`config.mk`:
```
export PLATFORM = sky130hd
export DESIGN_NAME = pipe_multiplier
export DESIGN_NICKNAME = d
export VERILOG_FILES = /design/src/rtl/pipe_multiplier.sv
export SDC_FILE = /design/constraint.sdc
export NUM_CORES = 1
export LEC_CHECK = 0
export ABC_AREA = 1
export CAP_MARGIN = 20
export CORE_MARGIN = 2
export CORE_UTILIZATION = 50
export CTS_BUF_LIST = sky130_fd_sc_hd__clkbuf_16
export CTS_CLUSTER_SIZE = 40
export DETAILED_ROUTE_END_ITERATION = 12
export GPL_TIMING_DRIVEN = 0
export PLACE_DENSITY_LB_ADDON = 0.12
export SYNTH_ARGS = -nofsm -noshare
export SYNTH_HDL_FRONTEND = slang
export SYNTH_SLANG_ARGS = --single-unit
export TNS_END_PERCENT = 10
```
`constraint.sdc`:
```
create_clock -name CLK -period 6.2 [get_ports CLK]
set_clock_uncertainty 0.15 [all_clocks]
set_input_delay 1.24 -clock CLK [delete_from_list [all_inputs] [get_ports CLK]]
set_output_delay 1.24 -clock CLK [all_outputs]
set_load 0.01 [all_outputs]
```
`src/rtl/pipe_multiplier.sv`:
```
// Valid/ready pipelined multiplier with per-beat signed/unsigned selection.
// Define MULT_ACC_EN to compile in the wrapping accumulator, acc_mode and an ACC_WIDTH-wide z.
module pipe_multiplier #(
  parameter int DATA_WIDTH  = 18,
  parameter int PIPE_STAGES = 2,
  parameter int ACC_WIDTH   = 48
) (
  input  logic                    CLK,
  input  logic                    RST,
  input  logic                    in_valid,
  output logic                    in_ready,
  input  logic [DATA_WIDTH-1:0]   x,
  input  logic [DATA_WIDTH-1:0]   y,
  input  logic                    sgn,
`ifdef MULT_ACC_EN
  input  logic                    acc_mode,
`endif
  output logic                    out_valid,
  input  logic                    out_ready,
`ifdef MULT_ACC_EN
  output logic [ACC_WIDTH-1:0]    z
`else
  output logic [2*DATA_WIDTH-1:0] z
`endif
);

  localparam int PW = 2 * DATA_WIDTH;
  localparam int N  = PIPE_STAGES;
  localparam int SN = (N > 1) ? N - 1 : 1;
`ifdef MULT_ACC_EN
  localparam int DN = SN;
`else
  localparam int DN = N;
`endif

  generate
    if (N < 1 || N > 4 || ACC_WIDTH < PW) begin : g_param_check
      $error("pipe_multiplier: PIPE_STAGES must be 1..4 and ACC_WIDTH >= 2*DATA_WIDTH");
    end
  endgenerate

  // Exact 2W-bit product: each operand widened by one bit (sign or zero) so one signed multiply covers both modes.
  function automatic logic [PW-1:0] mul_full(input logic [DATA_WIDTH-1:0] a,
                                             input logic [DATA_WIDTH-1:0] b,
                                             input logic                  s);
    logic signed [DATA_WIDTH:0] sa;
    logic signed [DATA_WIDTH:0] sb;
    logic signed [PW+1:0]       p;
    sa = {s & a[DATA_WIDTH-1], a};
    sb = {s & b[DATA_WIDTH-1], b};
    p  = (PW+2)'(sa) * (PW+2)'(sb);
    return p[PW-1:0];
  endfunction

  logic                  vld_p  [1:N];
  logic                  sgn_p  [1:SN];
  logic [PW-1:0]         data_p [1:DN];
  logic [PW-1:0]         din_p0;
  logic [PW-1:0]         prod_p1;
  logic                  stall;

  assign stall     = vld_p[N] & ~out_ready;
  assign in_ready  = ~stall;
  assign out_valid = vld_p[N];

  // p0 -> p1: a single-stage pipe multiplies at the input, deeper pipes register the raw operands first
  assign din_p0  = (N == 1) ? mul_full(x, y, sgn) : {x, y};
  // p1 -> p2: multiply the registered operands
  assign prod_p1 = mul_full(data_p[1][PW-1:DATA_WIDTH], data_p[1][DATA_WIDTH-1:0], sgn_p[1]);

  always_ff @(posedge CLK or posedge RST) begin
    if (RST) begin
      for (int k = 1; k <= N; k++) begin
        vld_p[k] <= 1'b0;
      end
      for (int k = 1; k <= SN; k++) begin
        sgn_p[k] <= 1'b0;
      end
      for (int k = 1; k <= DN; k++) begin
        data_p[k] <= '0;
      end
    end else if (!stall) begin
      vld_p[1] <= in_valid;
      for (int k = 2; k <= N; k++) begin
        vld_p[k] <= vld_p[k-1];
      end
      if (in_valid) begin
        sgn_p[1]  <= sgn;
        data_p[1] <= din_p0;
      end
      for (int k = 2; k <= SN; k++) begin
        if (vld_p[k-1]) sgn_p[k] <= sgn_p[k-1];
      end
      // Data only moves with a valid beat so z holds across bubbles
      for (int k = 2; k <= DN; k++) begin
        if (vld_p[k-1]) data_p[k] <= (k == 2) ? prod_p1 : data_p[k-1];
      end
    end
  end

`ifdef MULT_ACC_EN
  function automatic logic [ACC_WIDTH-1:0] acc_extend(input logic [PW-1:0] p, input logic s);
    logic signed [PW:0] t;
    t = {s & p[PW-1], p};
    return ACC_WIDTH'(t);
  endfunction

  logic                  mode_p [1:SN];
  logic                  vld_fin;
  logic                  sgn_fin;
  logic                  mode_fin;
  logic [PW-1:0]         prod_fin;
  logic [ACC_WIDTH-1:0]  acc_ext;
  logic [ACC_WIDTH-1:0]  acc_next;
  logic [ACC_WIDTH-1:0]  acc_q;

  // Final stage is the accumulator itself; these pick what is entering it this cycle
  assign vld_fin  = (N == 1) ? in_valid : vld_p[SN];
  assign sgn_fin  = (N == 1) ? sgn      : sgn_p[SN];
  assign mode_fin = (N == 1) ? acc_mode : mode_p[SN];
  assign prod_fin = (N == 1) ? din_p0   : ((N == 2) ? prod_p1 : data_p[DN]);
  assign acc_ext  = acc_extend(prod_fin, sgn_fin);
  assign acc_next = mode_fin ? acc_q + acc_ext : acc_ext;

  always_ff @(posedge CLK or posedge RST) begin
    if (RST) begin
      for (int k = 1; k <= SN; k++) begin
        mode_p[k] <= 1'b0;
      end
      acc_q <= '0;
    end else if (!stall) begin
      if (in_valid) mode_p[1] <= acc_mode;
      for (int k = 2; k <= SN; k++) begin
        if (vld_p[k-1]) mode_p[k] <= mode_p[k-1];
      end
      if (vld_fin) acc_q <= acc_next;
    end
  end

  assign z = acc_q;
`else
  assign z = data_p[N];
`endif

endmodule
```
== Word-level counts from Yosys, hierarchy flattened ==
Cells that the tools add are included.

* Flip-flop bits (word level): 75
* Bits of input ports: 41
* Output and inout port bits: 38
* Logic and storage cells: 13

* Multiply operators: 1
* Bitwise gates (word level): 5
* Reductions and logical operators: 2

{| class="wikitable"
|+ Operator list
! operator !! number
|-
| multiplier 19 x 19 -> 36 bit || 1
|-
| AND reduction 2 bit || 2
|-
| bitwise AND 1 bit || 3
|-
| inverter 1 bit || 2
|}

== Longest topological paths before layout ==
Gate-level depths: netlist (run 1).

* Word-level depth: 4
* Mapped depth: 30
* Depth with buffers taken out: 29

== Least setup slack after synthesis (run 1) ==
No wires, ideal clock.

* Path kind: register to register
* Start point: register sgn_p
* End point: register data_p, in the netlist z[35]
* Library setup time: 0.117 ns
* Arrival: 5.844 ns
* Data required time: 5.933 ns
* Slack: 0.088 ns
* Cell stages (with the launch flop): 24
* Buffers on the path: 1
* Period minus slack after synthesis: 6.112 ns
* Cell sequence: dfrtp_1 nand2_1 inv_1 clkbuf_1 nand2_1 fa_1 fa_1 inv_1 fa_1 fa_1 fa_1 inv_1 fa_1 inv_1 ha_1 ha_1 a21oi_1 o21ai_0 a21oi_1 nand2_1 a21oi_1 nand3_1 nand3_1 nand2_1

* Cells in the longest elaborated chain, start to end: 2

{| class="wikitable"
|+ RTL lines
! what !! line !! source
|-
| from (decl) || 56 || <nowiki>logic sgn_p [1:SN];</nowiki>
|-
| from (signal, indexed assignment) || 92 || <nowiki>if (vld_p[k-1]) sgn_p[k] <= sgn_p[k-1];</nowiki>
|-
| bitwise AND 1 bit, on equally long branches || 49, 50 ||
|-
| multiplier 19 x 19 -> 36 bit * || 51 || <nowiki>p = (PW+2)'(sa) * (PW+2)'(sb);</nowiki>
|-
| to (signal, indexed assignment) || 96 || <nowiki>if (vld_p[k-1]) data_p[k] <= (k == 2) ? prod_p1 : data_p[k-1];</nowiki>
|-
| to (decl) || 57 || <nowiki>logic [PW-1:0] data_p [1:DN];</nowiki>
|}

Mark *: on every way between the ends. The rest lies on a longest branch, timed or not.
A chain may end at the register's enable or synchronous reset.

== Worst setup path in the final report (run 1) ==
* Start point: register data_p[36] in the netlist's numbering
* End point: register data_p, in the netlist z[34]

* Cells in the longest elaborated chain, start to end: 1

{| class="wikitable"
|+ RTL lines
! what !! line
|-
| multiplier 19 x 19 -> 36 bit || 51
|}

Every way passes these cells.

==> results of run 1 <==
how the worst max path moves through the flow:
| stage | from | end | slack (ns) | cells after the start |
|---|---|---|---|---|
| 6_report | data_p[36]$_DFFE_PP0P_ | z[34]$_DFFE_PP0P_ | -0.06 | 21 |
| 5_1_grt | data_p[36]$_DFFE_PP0P_ | z[34]$_DFFE_PP0P_ | -0.23 | 22 |
| 4_1_cts | data_p[37]$_DFFE_PP0P_ | z[21]$_DFFE_PP0P_ | -0.01 | 24 |
| 3_5_place_dp | data_p[68]$_DFFE_PP0P_ | z[21]$_DFFE_PP0P_ | -1.25 | 23 |
| 3_3_place_gp | data_p[68]$_DFFE_PP0P_ | z[33]$_DFFE_PP0P_ | -1.25 | 25 |
| 2_1_floorplan | sgn_p$_DFFE_PP0P_ | z[35]$_DFFE_PP0P_ | 0.09 | 23 |
layout make-up:
type | count | share of cell area (%)
Buffer | 112 | 4.59
Clock buffer | 9 | 1.13
Clock inverter | 6 | 0.244
Inverter | 597 | 11.3
Multi-Input combinational cell | 1300 | 64.6
Sequential cell | 75 | 9.47
Tap cell | 448 | 2.81
Timing Repair Buffer | 121 | 5.84
repair_timing:
item / in CTS / in global routing
gates resized for setup: 172 / 184
pin swaps: 16 / 38
setup buffers: 13 / 27
endpoints found under the setup margin: 24 / 22
gates cloned: 0 / 2
routing by layer:
metal  wire, µm  global-route usage (%)
met5          0                       0
met4       1900                    10.1
met3       5660                    9.56
met2      23700                    47.9
met1      21200                    42.3
critical path, delay by kind of cell, from the launching register on:
| family | cells | cell delay [ns] |
|---|---|---|
| adder cells (fa/ha/maj) | 6 | 2.82 |
| AND/OR/NAND/NOR | 10 | 1.59 |
| buffers and inverters | 5 | 0.87 |
| flip-flops | 1 | 0.73 |
cells in the final DEF (no fill, tap or decap), drive strengths merged, types with 3 or more instances in the layout:
cell type and n:
inv 599, nand2 534, fa 355, buf 122
ha 108, nor2 88, clkdlybuf4s50 78, dfrtp 75
nand3 48, a21oi 48, clkbuf 42, o21ai 31
mux2 26, nand4 13, nor3 10, a31oi 8
xnor2 7, nand3b 6, xor2 5, or2 4
clkinvlp 3, o21a 3
sequential cells by signal (all words and copies together) (netlist names):
signal / flops
vld_p: 1
data_p: 36
sgn_p: 1
out_valid: 1
z: 36
through the flow:
step	cells	setup TNS, ns	setup WS [ns]
floorplan	2094	0	0.0882
global placement	2620	-18.62	-1.25
detailed placement	2621	-18.72	-1.25
CTS	2639	-0.0198	-0.0119
global route	2668	-1.45	-0.226
finish	2668	-0.0722	-0.0588
cell families (layout without fill, tap and decap cells):
| group | after synthesis | in the layout | share of synthesized area (%) |
|---|---|---|---|
| buffers and inverters | 719 | 845 | 16.8 |
| AND/OR/NAND/NOR | 706 | 706 | 16.7 |
| adder cells (fa/ha/maj) | 463 | 463 | 50.0 |
| AO/OA/AOI/OAI | 93 | 93 | 3.03 |
| flip-flops | 75 | 75 | 11.1 |
| multiplexers | 26 | 26 | 1.73 |
| XOR/XNOR | 12 | 12 | 0.621 |
==> results.yml, run 1 <==
run_status:
  status: "complete, but fails checks"
  violations: "negative setup slack"
yosys:
  synth_cell_types: 36
  ys_seq_elements: 75
  synth-edff-count: 0
  synth_top_area_share_pct: 42.0
  syn-instance-count: 2094
  synth.largest_area_cell: "fa_1"
  netlist_top_cells_count: "inv_1 (593), nand2_1 (527), fa_1 (355), ha_1 (108), nor2_1 (85)"
  synth_ff_type: "dfrtp_1"
  syn_area_um2: 16900
  syn_avg_cell_area_um2: 8.09
  async_reset_ff_share_pct: 100
  yosysSeqAreaShare_pct: 11.1
  synthTopCellsByArea: "fa_1 (42%), inv_1 (13%), nand2_1 (12%), dfrtp_1 (11%), ha_1 (8.0%)"
  synth.most_common_cell: "inv_1"
  synth_fp_nets: 2598
  yosysWarnings: 0
clock_network:
  cts-root-buf: "clkbuf_16"
  h-tree-depth: 3
  clk_latency_ns: 0.37
  cts_buffer_depth: 2
  numCtsBuffers: 9
  cts_tree: "built"
  clk_pin_slew_ns: 0.07
  holdBufCountCts: 0
  clock_sinks: 75
die:
  core_um2: 33400
  fp.dieW_um: 188
  die-area_um2: 35400
  start_util_pct: 50.6
  num_io_pins: 79
  fp.dieH_um: 188
  rows: 67
timing:
  slew_violations: 0
  setup_violations: 2
  max_freq_ghz: 0.160
  final.min_clock_period_ns: 6.26
  finalHoldViolCount: 0
  worst_pin_slew_ns: 0.635
  max_slew_margin_pct: 57.6
  hold_ws_ns: 0.329
  period_share_pct: 101
  rsz0062_at_grt: "yes"
  worst_slack_ns: -0.0588
drt:
  routed_wirelength_um: 52500
  dr.pass1.iters: 5
  ant_nets: 0
  num_vias: 13800
  wl_per_cell_um: 19.7
  routed_via_density: 5.16
  drc_errors: 0
  drt_iter0_drc: 1147
critical_path:
  r2r-end: "z[34]$_DFFE_PP0P_"
  crit_path_top_delay_cell: "dfrtp_1"
  slowest_delay_ns: 0.73
  crit_path_max_fanout: 9
  critPathCaptureType: "flip-flop"
  cp-start-kind: "flip-flop"
  critPathKind: "reg2reg"
  cpMostUsedCell: "nand2_1"
  reg2reg_slack_ns: -0.06
  required_ns: 6.31
  path_cells: "inv_1 > nor2_2 > inv_1 > fa_2 > clkinvlp_4 > fa_1 > inv_1 > fa_1 > fa_1 > inv_1 > ha_4 > ha_4 > nand2_1 > nor3_2 > nand2_1 > nor3_2 > nand2_1 > nand2_1 > nand2_1 > nand3_1 > nand2_1"
  reg2regPathDepth: 21
  r2r-start: "data_p[36]$_DFFE_PP0P_"
  cp.arrival_ns: 6.36
finish:
  area_growth_pct: 17.9
  multi_input_area_um2: 12900
  utilization_pct: 59.7
  nets: 2720
  fin_area_um2: 20000
  num-fill-cells: 3034
  regArea_um2: 1890
  antenna_cells: 0
  drive_above_1_share_pct: 16.0
global_route:
  antenna_found_initial: 0
  grt_first_pass_wirelength_um: 82300
  gr-total-overflow: 0
  grt_use_total_pct: 31.2
  grt_max_degree: 62
  grt_pass1_vias: 14500
place:
  portBuffers: 78
  globalplace.congestion: 0.974
  hpwlAfterDp_um: 42000
  placed_cell_area_um2: 18300
hold_path:
  min_path_type: "reg2reg"
  holdPathStages: 2
  hp-start: "z[32]$_DFFE_PP0P_"
  hold_end: "z[32]$_DFFE_PP0P_"
job:
  cap_violations: 0
Power of run 1 is left out: the tool's default activity adds up to more than one toggle a clock period on the data nets, which glitch-free logic cannot reach.
==> run 2, diff against run 1 <==
--- a/config.mk
+++ b/config.mk
@@ -13,7 +13,8 @@
 export CTS_CLUSTER_SIZE = 40
 export DETAILED_ROUTE_END_ITERATION = 12
 export GPL_TIMING_DRIVEN = 0
-export PLACE_DENSITY_LB_ADDON = 0.12
+export PLACE_DENSITY = 0.83
+export SKIP_LAST_GASP = 1
 export SYNTH_ARGS = -nofsm -noshare
 export SYNTH_HDL_FRONTEND = slang
 export SYNTH_SLANG_ARGS = --single-unit
==> run 2 against run 1 <==
Against the previous run: the flow still finishes with violations (negative setup slack); clock-buffer cell count stayed put; maximum frequency rose by 0.57%; sequential share of layout area is essentially flat; via count up 3.0%; hold slack worse by 0.0024 ns; wire length decreased by 3.1%.
==> results.yml, run 2 (synthesis gave the netlist of run 1 again) <==
clock_network:
  cts_tree: "built"
  clk_pin_slew_ns: 0.07
  clock_sinks: 75
  clk_latency_ns: 0.36
  cts-root-buf: "clkbuf_16"
  h-tree-depth: 3
  cts_buffer_depth: 2
  numCtsBuffers: 9
hold_path:
  hold_end: "z[1]$_DFFE_PP0P_"
  hp-start: "z[1]$_DFFE_PP0P_"
  holdPathStages: 2
  min_path_type: "reg2reg"
die:
  start_util_pct: 50.6
  fp.dieW_um: 188
  core_um2: 33400
  num_io_pins: 79
  rows: 67
  fp.dieH_um: 188
  die-area_um2: 35400
timing:
  worst_slack_ns: -0.0234
  finalHoldViolCount: 0
  slew_violations: 0
  setup_violations: 1
  max_slew_margin_pct: 51.0
  worst_pin_slew_ns: 0.736
  period_share_pct: 100
  max_freq_ghz: 0.161
  rsz0062_at_grt: "yes"
  final.min_clock_period_ns: 6.22
global_route:
  grt_first_pass_wirelength_um: 81000
  grt_pass1_vias: 15400
  antenna_found_initial: 0
  grt_use_total_pct: 29.7
  gr-total-overflow: 0
  grt_max_degree: 64
finish:
  layout_commonest_cell: "inv_1"
  final_cells: 2674
  antenna_cells: 0
  utilization_pct: 59.6
  area_growth_pct: 17.7
  drive_above_1_share_pct: 16.0
  final_cell_mix: "inv_1 (579), nand2_1 (499), fa_1 (346)"
  nets: 2725
drt:
  routed_via_density: 5.30
  ant_nets: 0
  num_vias: 14200
  wl_per_cell_um: 19.0
  routed_wirelength_um: 50900
  drc_errors: 0
  drt_iter0_drc: 1183
  dr.pass1.iters: 5
place:
  hpwlAfterDp_um: 40700
  globalplace.congestion: 1.02
  place_inst: 2621
  portBuffers: 78
critical_path:
  r2r-end: "z[34]$_DFFE_PP0P_"
  cp.arrival_ns: 6.32
  crit_path_max_fanout: 6
  critPathCaptureType: "flip-flop"
  reg2reg_slack_ns: -0.02
  critPathKind: "reg2reg"
  r2r-start: "data_p[71]$_DFFE_PP0P_"
  reg2regPathDepth: 24
  required_ns: 6.30
  cp-start-kind: "flip-flop"
run_status:
  status: "complete, but fails checks"
  violations: "negative setup slack"
job:
  cap_violations: 0
[run 2: per-layer routing]
layer / routed length [µm] / vias to the layer above / track usage (%) / part of all wire [%]
met3: 5340 / 212 / 7.09 / 10
met5: 0 / - / 0 / 0
li1: - / 6179 / - / -
met4: 3000 / 0 / 14.6 / 5.9
met2: 23900 / 831 / 47.3 / 47
met1: 18700 / 6954 / 38.1 / 37
[run 2: cell type report]
class | count | area (µm²)
Fill cell | 2758 | 13500
Multi-Input combinational cell | 1300 | 12900
Inverter | 597 | 2250
Sequential cell | 75 | 1890
Timing Repair Buffer | 127 | 1190
Buffer | 111 | 856
Tap cell | 448 | 561
Clock buffer | 9 | 225
Clock inverter | 7 | 93.8
[run 2: how the worst max path moves through the flow]
| stage | startpoint | endpoint | slack (ns) | depth (start not counted) |
|---|---|---|---|---|
| final | data_p[71]$_DFFE_PP0P_ | z[34]$_DFFE_PP0P_ | -0.02 | 24 |
| after CTS | data_p[68]$_DFFE_PP0P_ | z[21]$_DFFE_PP0P_ | -0.04 | 24 |
| after global placement | data_p[70]$_DFFE_PP0P_ | z[21]$_DFFE_PP0P_ | -1.14 | 23 |
| after floorplan | sgn_p$_DFFE_PP0P_ | z[35]$_DFFE_PP0P_ | 0.09 | 23 |
| after global routing | data_p[71]$_DFFE_PP0P_ | z[33]$_DFFE_PP0P_ | -0.17 | 22 |
| after detailed placement | data_p[68]$_DFFE_PP0P_ | z[21]$_DFFE_PP0P_ | -1.15 | 23 |
[run 2: worst max-delay path: stages (launching register included)]
cell	delay, ns
dfrtp_1	0.44
nand2_4	0.12
inv_6	0.10
buf_8	0.13
nand2_4	0.06
fa_2	0.59
fa_1	0.47
fa_2	0.64
clkinvlp_4	0.23
fa_1	0.53
inv_1	0.06
fa_1	0.50
fa_1	0.58
inv_1	0.06
ha_1	0.31
ha_4	0.30
inv_1	0.08
nor3_4	0.21
nand2_2	0.10
nor3_2	0.11
nand2_1	0.12
nand2_1	0.08
nand2_1	0.04
nand3_1	0.07
nand2_1	0.05
[run 2: timing repair]
item	4_1_cts	5_1_grt
hold buffers	0	0
endpoints found under the setup margin	23	21
gates resized for setup	156	195
pin swaps	10	48
buffers inserted	17	30
cloned	0	1
[run 2: metrics by stage]
step	hold WS, ns	area [µm²]	worst slack [ns]	setup TNS [ns]
CTS	0.327	19100	-0.0370	-0.188
detailed placement	0.310	18300	-1.15	-16.41
floorplan	0.292	16900	0.0882	0
global route	0.352	19900	-0.174	-1.70
finish	0.326	19900	-0.0234	-0.0234
global placement	0.310	18300	-1.14	-16.37
Power of run 2 is left out for the same reason.
==> run 3, diff against run 2 <==
--- a/config.mk
+++ b/config.mk
@@ -14,6 +14,8 @@
 export DETAILED_ROUTE_END_ITERATION = 12
 export GPL_TIMING_DRIVEN = 0
 export PLACE_DENSITY = 0.83
+export SETUP_SLACK_MARGIN = 0.5
+export SKIP_CTS_REPAIR_TIMING = 1
 export SKIP_LAST_GASP = 1
 export SYNTH_ARGS = -nofsm -noshare
 export SYNTH_HDL_FRONTEND = slang
==> run 3 against run 2 <==
Against the previous run: the flow still finishes with violations (negative setup slack); global-route usage decreased by 0.48 points; largest cell class unchanged; sequential share of layout area up 0.15 points; hold slack lost 0.0049 ns; non-clock buffer count rose by 3.
==> results.yml, run 3 (synthesis gave the netlist of run 1 again) <==
clock_network:
  cts_buffer_depth: 2
  cts-root-buf: "clkbuf_16"
  clk_pin_slew_ns: 0.07
  clock_sinks: 75
  clk_latency_ns: 0.36
  cts_tree: "built"
  numCtsBuffers: 9
  h-tree-depth: 3
place:
  placed_cell_area_um2: 18400
  portBuffers: 78
  pre_cts_ws_ns: -0.758
  hpwlAfterDp_um: 40700
  globalplace.congestion: 1.03
global_route:
  gr-total-overflow: 0
  antenna_found_initial: 0
  grt_first_pass_wirelength_um: 79400
  grt_max_degree: 63
  grt_pass1_vias: 15200
  grt_use_total_pct: 29.2
drt:
  dr.pass1.iters: 5
  highest_layer: "met4"
  drc_errors: 0
  num_vias: 14200
  wl_per_cell_um: 18.7
  met1_length_um: 18800
  drt_iter0_drc: 1110
  met2_wirelength_um: 23200
  ant_nets: 0
  met3_length_um: 5390
  routed_wirelength_um: 50000
  routed_via_density: 5.29
critical_path:
  crit_start: "sgn_p$_DFFE_PP0P_"
  reg2regPathDepth: 24
  critPathCaptureType: "flip-flop"
  worstSetupEndpoint: "z[34]$_DFFE_PP0P_"
  r2r-end: "z[34]$_DFFE_PP0P_"
  reg2reg_slack_ns: -0.20
  cp.arrival_ns: 6.51
  r2r-start: "sgn_p$_DFFE_PP0P_"
  critPathKind: "reg2reg"
  crit_path_max_fanout: 10
  required_ns: 6.31
  cp-start-kind: "flip-flop"
die:
  num_io_pins: 79
  die-area_um2: 35400
  fp.dieH_um: 188
  fp.dieW_um: 188
  start_util_pct: 50.6
  core_um2: 33400
  rows: 67
timing:
  worst_pin_slew_ns: 0.669
  finalHoldViolCount: 0
  setup_violations: 14
  slew_violations: 0
  final.min_clock_period_ns: 6.40
  setup-tns-final_ns: -1.25
  max_freq_ghz: 0.156
  worst_slack_ns: -0.203
  max_slew_margin_pct: 55.4
  rsz0062_at_grt: "yes"
  period_share_pct: 103
hold_path:
  min_path_type: "reg2reg"
finish:
  utilization_pct: 58.3
  area_growth_pct: 15.2
  num-fill-cells: 2735
  nets: 2728
  final_cell_mix: "inv_1 (583), nand2_1 (513), fa_1 (348)"
  drive_above_1_share_pct: 13.1
  layout_commonest_cell: "inv_1"
  antenna_cells: 0
  fin_area_um2: 19500
job:
  cap_violations: 0
run_status:
  violations: "negative setup slack"
  status: "complete, but fails checks"
-- run 3: worst min-delay path by stage --
stage	startpoint	end	slack, ns	cells past startpoint
2_1_floorplan	vld_p[1]$_DFFE_PP0N_	out_valid$_DFFE_PP0N_	0.29	2
3_3_place_gp	z[1]$_DFFE_PP0P_	z[1]$_DFFE_PP0P_	0.31	2
3_5_place_dp	z[1]$_DFFE_PP0P_	z[1]$_DFFE_PP0P_	0.31	2
4_1_cts	z[1]$_DFFE_PP0P_	z[1]$_DFFE_PP0P_	0.33	2
5_1_grt	z[1]$_DFFE_PP0P_	z[1]$_DFFE_PP0P_	0.36	2
6_report	z[1]$_DFFE_PP0P_	z[1]$_DFFE_PP0P_	0.32	2
-- run 3: stage by stage --
stage	hold slack [ns]	instances
2_1_floorplan	0.292	2094
6_report	0.322	2677
5_1_grt	0.361	2677
3_3_place_gp	0.310	2620
4_1_cts	0.325	2637
3_5_place_dp	0.309	2621
-- run 3: routing by layer --
metal,up-vias,track usage [%]
met2,773,46.8
met1,7008,37.3
li1,6202,-
met5,-,0
met4,0,13.3
met3,187,7.51
-- run 3: cell type report --
cell class | count | area, µm² | share of cell area [%]
multi-input cells | 1300 | 12500 | 64.2
clock buffers | 9 | 225 | 1.15
flip-flops and latches | 75 | 1880 | 9.62
plain buffers | 122 | 873 | 4.48
clock inverters | 7 | 78.8 | 0.404
well taps | 448 | 561 | 2.87
inverters | 597 | 2250 | 11.5
repair buffers | 119 | 1120 | 5.73
-- run 3: critical path: stages, from the launching register on --
cell      delay, ns
dfrtp_1        0.44
nand2_2        0.20
clkbuf_2       0.34
nor2_1         0.10
fa_1           0.51
inv_1          0.06
fa_1           0.49
inv_1          0.07
fa_1           0.51
fa_1           0.46
fa_1           0.50
inv_1          0.05
fa_1           0.55
inv_1          0.07
ha_1           0.31
ha_2           0.40
nand2_1        0.14
o21ai_0        0.34
nand2_1        0.14
nand2_1        0.13
nor2_1         0.08
nand2_1        0.07
nand2_1        0.04
nand3_1        0.07
nand2_1        0.05
Power of run 3 is left out for the same reason.
==> edit 1: new RTL, settings of run 1 <==
Change the parameter `DATA_WIDTH` from 18 to 14.
--- a/src/rtl/pipe_multiplier.sv
+++ b/src/rtl/pipe_multiplier.sv
@@ -1,7 +1,7 @@
 // Valid/ready pipelined multiplier with per-beat signed/unsigned selection.
 // Define MULT_ACC_EN to compile in the wrapping accumulator, acc_mode and an ACC_WIDTH-wide z.
 module pipe_multiplier #(
-  parameter int DATA_WIDTH  = 18,
+  parameter int DATA_WIDTH  = 14,
   parameter int PIPE_STAGES = 2,
   parameter int ACC_WIDTH   = 48
 ) (
Ports: changed (resized x, y and z); port bits go from 79 to 63. No check against the original RTL was run, so the function may have changed too.
==> edit 1 against run 1 <==
  * Routed wire length shrank 42%
  * Non-clock buffer count shrank 101
  * Sequential cell count shrank 16
  * Area after synthesis shrank 34%
  * Cell count shrank 34%
  * Setup slack gained 0.26 ns
  * Die area shrank 33%
  * Via count shrank 36%
  * Design area shrank 37%
  * Synthesized cell count shrank 33%
  * Critical path depth grew 2
  * Critical path type unchanged
  * Largest cell class unchanged
Power is left out: the tool's default activity adds up to more than one toggle a clock period on the data nets, which glitch-free logic cannot reach.
==> edit 1: results (changes against run 1) <==
Parameter                              Value

Status
  Status    finished clean

Logic synthesis
  Register area share after synthesis    13.2% (+2.1 points)
  Yosys warning total    0 (unchanged)
  Cell types with the largest area share after synthesis    sky130_fd_sc_hd__fa_1 37%, sky130_fd_sc_hd__dfrtp_1 13%, sky130_fd_sc_hd__inv_1 13%
  Portion of netlist area occupied by mux cells    1.61% (-0.12 points)
  Xor and xnor fraction of the mapped netlist area    0.781% (+0.16 points)
  Share of synthesized cell area in full adder, half adder and majority cells    46.1% (-3.9 points)
  Synth Area in Compound Gates    2.87% (-0.16 points)
  Top FF cell, synth    sky130_fd_sc_hd__dfrtp_1
  Post-synth net total    1733 (-33%)
  Top post-synthesis cells by count    391 x sky130_fd_sc_hd__inv_1, 380 x sky130_fd_sc_hd__nand2_1, 210 x sky130_fd_sc_hd__fa_1
  Fraction of synthesis flops using an asynchronous set or reset pin    100% (unchanged)
  Count of different cell masters after synthesis    33 (-8.3%)

Cells and area
  Antenna diodes    0 (unchanged)
  Fill count    2112 (-30%)
  Share of post-route cells with drive strength above 1    9.32% (-6.7 points)
  Total Nets Final    1807 (-34%)

GRT
  First-pass GRT wire length    50.0 mm (-39%)
  Initial antenna violation count    0 (unchanged)
  Vias in the first global route    9271 (-36%)
  Pin count of the biggest net entering global routing    38 (-39%)
  Global routing usage summed across all routing layers    27.6% (-3.5 points)

Place
  Count of input and output buffers    62 (-21%)
  Post-DP HPWL    25.7 mm (-39%)
  RD Place Congestion    0.921 (-5.4%)

Route
  Drt total wl    30.5 mm (-42%)
  First-pass iteration count of the detailed router    5 (unchanged)
  Iteration-0 DRC count of the detailed router    562 (-51%)
  Vias per cell    5.01 (-2.9%)

Worst setup path
  Slowest cell delay on critical path    0.60 ns (-0.13 ns)
  Critical-path maximum fanout    10 (+1)
  WP data arrival    6.07 ns (-0.29 ns)
  Crit-path leading delay family    adder cells
  Slowest cell on crit path    sky130_fd_sc_hd__fa_2

Clock network
  Cell at the root of the clock tree    sky130_fd_sc_hd__clkbuf_16
  Worst-Skew Late Latency    0.34 ns (-0.03 ns)
  Number of clock buffers inserted by TritonCTS    9 (unchanged)
  Clk pin slew, worst setup/hold paths    0.06 ns
  Clock buffer depth    2 (unchanged)
  Max H-tree Level    3 (unchanged)

Hold path
  Worst Hold Class    reg -> reg

STA
  Transition time at the pin with the least slew margin    0.623 ns (-0.0117 ns)
[edit 1: worst min-delay path, stage by stage, from the launching register on]
cell                      delay, ns
sky130_fd_sc_hd__dfrtp_1       0.34
sky130_fd_sc_hd__nand2_1       0.05
sky130_fd_sc_hd__nand2_1       0.04
[edit 1: final timing paths]
check	from	endpoint	slack [ns]	cells after the start
setup / recovery	data_p[33]	z[27]	0.21	23
hold / removal	z[3]	z[3]	0.32	2
setup reg to reg	data_p[33]	z[27]	0.21	23
hold reg to reg	z[3]	z[3]	0.32	2
max in group asynchronous	RST	data_p[49]	4.14	3
min in group asynchronous	RST	z[22]	1.13	2
[edit 1: repair_timing]
| item | 4_1_cts | 5_1_grt |
|---|---|---|
| gates cloned | 0 | 0 |
| endpoints found under the setup margin | 10 | 15 |
| endpoints found under the hold margin | 0 | 0 |
| buffers inserted | 1 | 0 |
| resized for setup | 4 | 73 |
| pin swaps | 1 | 1 |
| hold buffers | 0 | 0 |
[edit 1: through the flow]
step / cell area (sq um) / setup TNS [ns] / cells / utilization (%) / worst slack, ns
final: 12600 / 0 / 1771 / 57.5 / 0.206
after global routing: 12600 / -0.00313 / 1771 / 57.5 / -0.00313
after CTS: 12500 / -0.00158 / 1772 / 57.0 / -0.00158
after detailed placement: 12200 / -1.90 / 1756 / 55.8 / -0.404
after global placement: 12200 / -1.78 / 1755 / 55.7 / -0.366
after floorplan: 11200 / 0 / 1413 / - / 0.641
[edit 1: layout make-up]
| cell class | count | area share (%) |
|---|---|---|
| Tap cell | 280 | 2.78 |
| Clock inverter | 6 | 0.209 |
| Timing Repair Buffer | 64 | 5.15 |
| Clock buffer | 9 | 1.79 |
| Sequential cell | 59 | 11.7 |
| Multi-Input combinational cell | 892 | 63.2 |
| Buffer | 68 | 3.39 |
| Inverter | 393 | 11.7 |
[edit 1: cell families (layout without fill, tap and decap cells)]
family / after synthesis / after routing
muxes: 16 / 16
and+or+nand+nor: 519 / 519
adders and majority gates: 287 / 287
xor gates and xnor gates: 10 / 10
buffers and inverters: 462 / 540
AOI/OAI and AO/OA: 60 / 60
DFF: 59 / 59
[edit 1: per-layer routing]
metal	track usage (%)	up-vias	wire, um
met1	39.0	4365	13300
met4	9.17	0	1090
li1	-	4175	-
met3	3.78	51	1860
met5	0	-	0
met2	44.4	278	14300
==> edit 2: new RTL, flow settings as in run 1 <==
Made on the original files. Add a define of `MULT_ACC_EN`.
--- a/src/rtl/pipe_multiplier.sv
+++ b/src/rtl/pipe_multiplier.sv
@@ -1,5 +1,7 @@
 // Valid/ready pipelined multiplier with per-beat signed/unsigned selection.
 // Define MULT_ACC_EN to compile in the wrapping accumulator, acc_mode and an ACC_WIDTH-wide z.
+`define MULT_ACC_EN
+
 module pipe_multiplier #(
   parameter int DATA_WIDTH  = 18,
   parameter int PIPE_STAGES = 2,
Interface: changed (added acc_mode; resized z); port bits go from 79 to 92. No check against the original RTL was run, so the function may have changed too.
==> edit 2 against run 1 <==
  * The flow still finishes with violations (negative setup slack)
  * Setup slack worse by 2.0 ns
  * Fmax is 24% lower
  * Sequential cell count is 13 higher
  * Critical path type unchanged
  * Critical path depth is 15 higher
  * Routed wire length is 20% higher
  * Design area is 23% higher
  * Global-route usage is 0.90 points higher
  * Worst hold slack better by 0.0030 ns
  * Area after synthesis is 15% higher
Power is not shown: default switching activity piles up to over one toggle a cycle in this logic, so the estimate is an artifact.
==> edit 2: results (changes against run 1) <==
Parameter                              Value

Status
  Status    finished with violations
  Failing checks    negative setup slack

Place
  Place WS    -3.04 ns (-1.79 ns)
  Total cell area at the placement stage    21400 sq um (+17%)
  Post-DP HPWL    47.3 mm (+13%)
  RD Place Congestion    0.911 (-6.5%)
  Count of input and output buffers    91 (+17%)

Clock network
  Worst-Skew Late Latency    0.40 ns (+0.03 ns)
  Max H-tree Level    3 (unchanged)
  Clock buffer depth    2 (unchanged)
  Number of clock buffers inserted by TritonCTS    9 (unchanged)
  Cell at the root of the clock tree    sky130_fd_sc_hd__clkbuf_16

Logic synthesis
  Top post-synthesis cells by count    633 x sky130_fd_sc_hd__inv_1, 613 x sky130_fd_sc_hd__nand2_1, 356 x sky130_fd_sc_hd__fa_1
  Portion of netlist area occupied by mux cells    1.80% (+0.070 points)
  Synth Area in Compound Gates    6.84% (+3.8 points)
  Register area share after synthesis    11.3% (+0.26 points)
  Cell types with the largest area share after synthesis    sky130_fd_sc_hd__fa_1 37%, sky130_fd_sc_hd__inv_1 12%, sky130_fd_sc_hd__nand2_1 12%
  Post-synth net total    3007 (+16%)
  Xor and xnor fraction of the mapped netlist area    2.55% (+1.9 points)
  Count of different cell masters after synthesis    49 (+36%)
  Share of synthesized cell area in full adder, half adder and majority cells    46.1% (-3.8 points)

Hold path
  Cells on Worst Hold Path    2 (unchanged)
  Startpoint of the worst hold path    vld_fin
  Worst Hold Class    reg -> reg
  Hold Path End    out_valid

Cells and area
  Total Nets Final    3223 (+18%)
  Share of post-route cells with drive strength above 1    19.2% (+3.2 points)
  Antenna diodes    0 (unchanged)

GRT
  Pin count of the biggest net entering global routing    58 (-6.5%)
  Initial antenna violation count    2 (+2)
  Global routing usage summed across all routing layers    32.1% (+0.90 points)
  First-pass GRT wire length    99.1 mm (+20%)
  Vias in the first global route    17700 (+22%)

Worst setup path
  Path depth of the worst reg2reg path    36 (+71%)
  Critical-path maximum fanout    8 (-1)
  WP data arrival    8.35 ns (+1.99 ns)
  Reg-to-Reg End    z[42]
  Slowest cell delay on critical path    0.55 ns (-0.18 ns)
  Slowest cell on crit path    sky130_fd_sc_hd__fa_1
  Critical register-to-register path startpoint    data_p[4]

STA
  Worst Setup Slack, final    -2.05 ns (-1.99 ns)
  Finish-stage setup viols    38 (+36)
  Transition time at the pin with the least slew margin    0.993 ns (+0.358 ns)

Route
  Vias per cell    5.29 (+2.6%)
  First-pass iteration count of the detailed router    5 (unchanged)
  Wirelength per Cell    19.6 um (-0.30%)
  Iteration-0 DRC count of the detailed router    1206 (+5.1%)
edit 2: logic make-up (layout without fill, tap and decap cells):
family                   Yosys count  in the layout
XOR/XNOR                          54             54
AND/OR/NAND/NOR                  823            823
multiplexers                      31             31
adder cells (fa/ha/maj)          502            502
flip-flops                        88             88
buffers and inverters            736            957
AO/OA/AOI/OAI                    229            229
edit 2: cell type report:
class / instances / area, sq um
tap: 518 / 648
timing repair buffer: 210 / 1980
inverter: 638 / 2410
clock inverter: 7 / 101
sequential: 88 / 2210
fill: 3246 / 13900
buffer: 93 / 1010
clock buffer: 9 / 225
multi-input combinational: 1639 / 16000
edit 2: worst max-delay path by stage:
| stage | start | end | slack, ns |
|---|---|---|---|
| after floorplan | data_p[31] | z[46] | -1.39 |
| after global routing | data_p[31] | z[42] | -2.37 |
| after CTS | data_p[8] | z[46] | -1.96 |
| after detailed placement | data_p[13] | z[44] | -3.04 |
| final | data_p[4] | z[42] | -2.05 |
| after global placement | data_p[13] | z[47] | -2.99 |
edit 2: repair_timing:
item | 4_1_cts | 5_1_grt
pin swaps | 96 | 92
gates resized for setup | 273 | 159
hold endpoints to repair | 0 | 0
buffers inserted | 97 | 22
setup endpoints to repair | 42 | 41
edit 2: metal layers:
metal / share of wire, % / track usage (%) / vias to the layer above
met3: 8.7 / 7.21 / 118
li1: - / - / 7739
met5: 0.016 / 0 / -
met2: 47 / 52.5 / 655
met1: 40 / 42.8 / 8435
met4: 3.5 / 9.31 / 2
edit 2: critical path, delay by kind of cell (launching register included):
kind | cells | cell delay, ns
AND/OR/NAND/NOR | 8 | 0.79
flip-flops | 1 | 0.37
buffers and inverters | 9 | 0.80
AO/OA/AOI/OAI | 9 | 1.52
XOR/XNOR | 1 | 0.27
adder cells (fa/ha/maj) | 9 | 4.18
edit 2: through the flow:
stage | cells | setup TNS, ns | hold WS (ns) | util, %
2_1_floorplan | 2463 | -31.98 | 0.282 | -
3_3_place_gp | 3072 | -88.53 | 0.304 | 55.5
3_5_place_dp | 3073 | -91.35 | 0.315 | 55.6
4_1_cts | 3181 | -53.01 | 0.333 | 61.6
5_1_grt | 3202 | -67.37 | 0.388 | 63.8
6_report | 3202 | -54.91 | 0.332 | 63.8
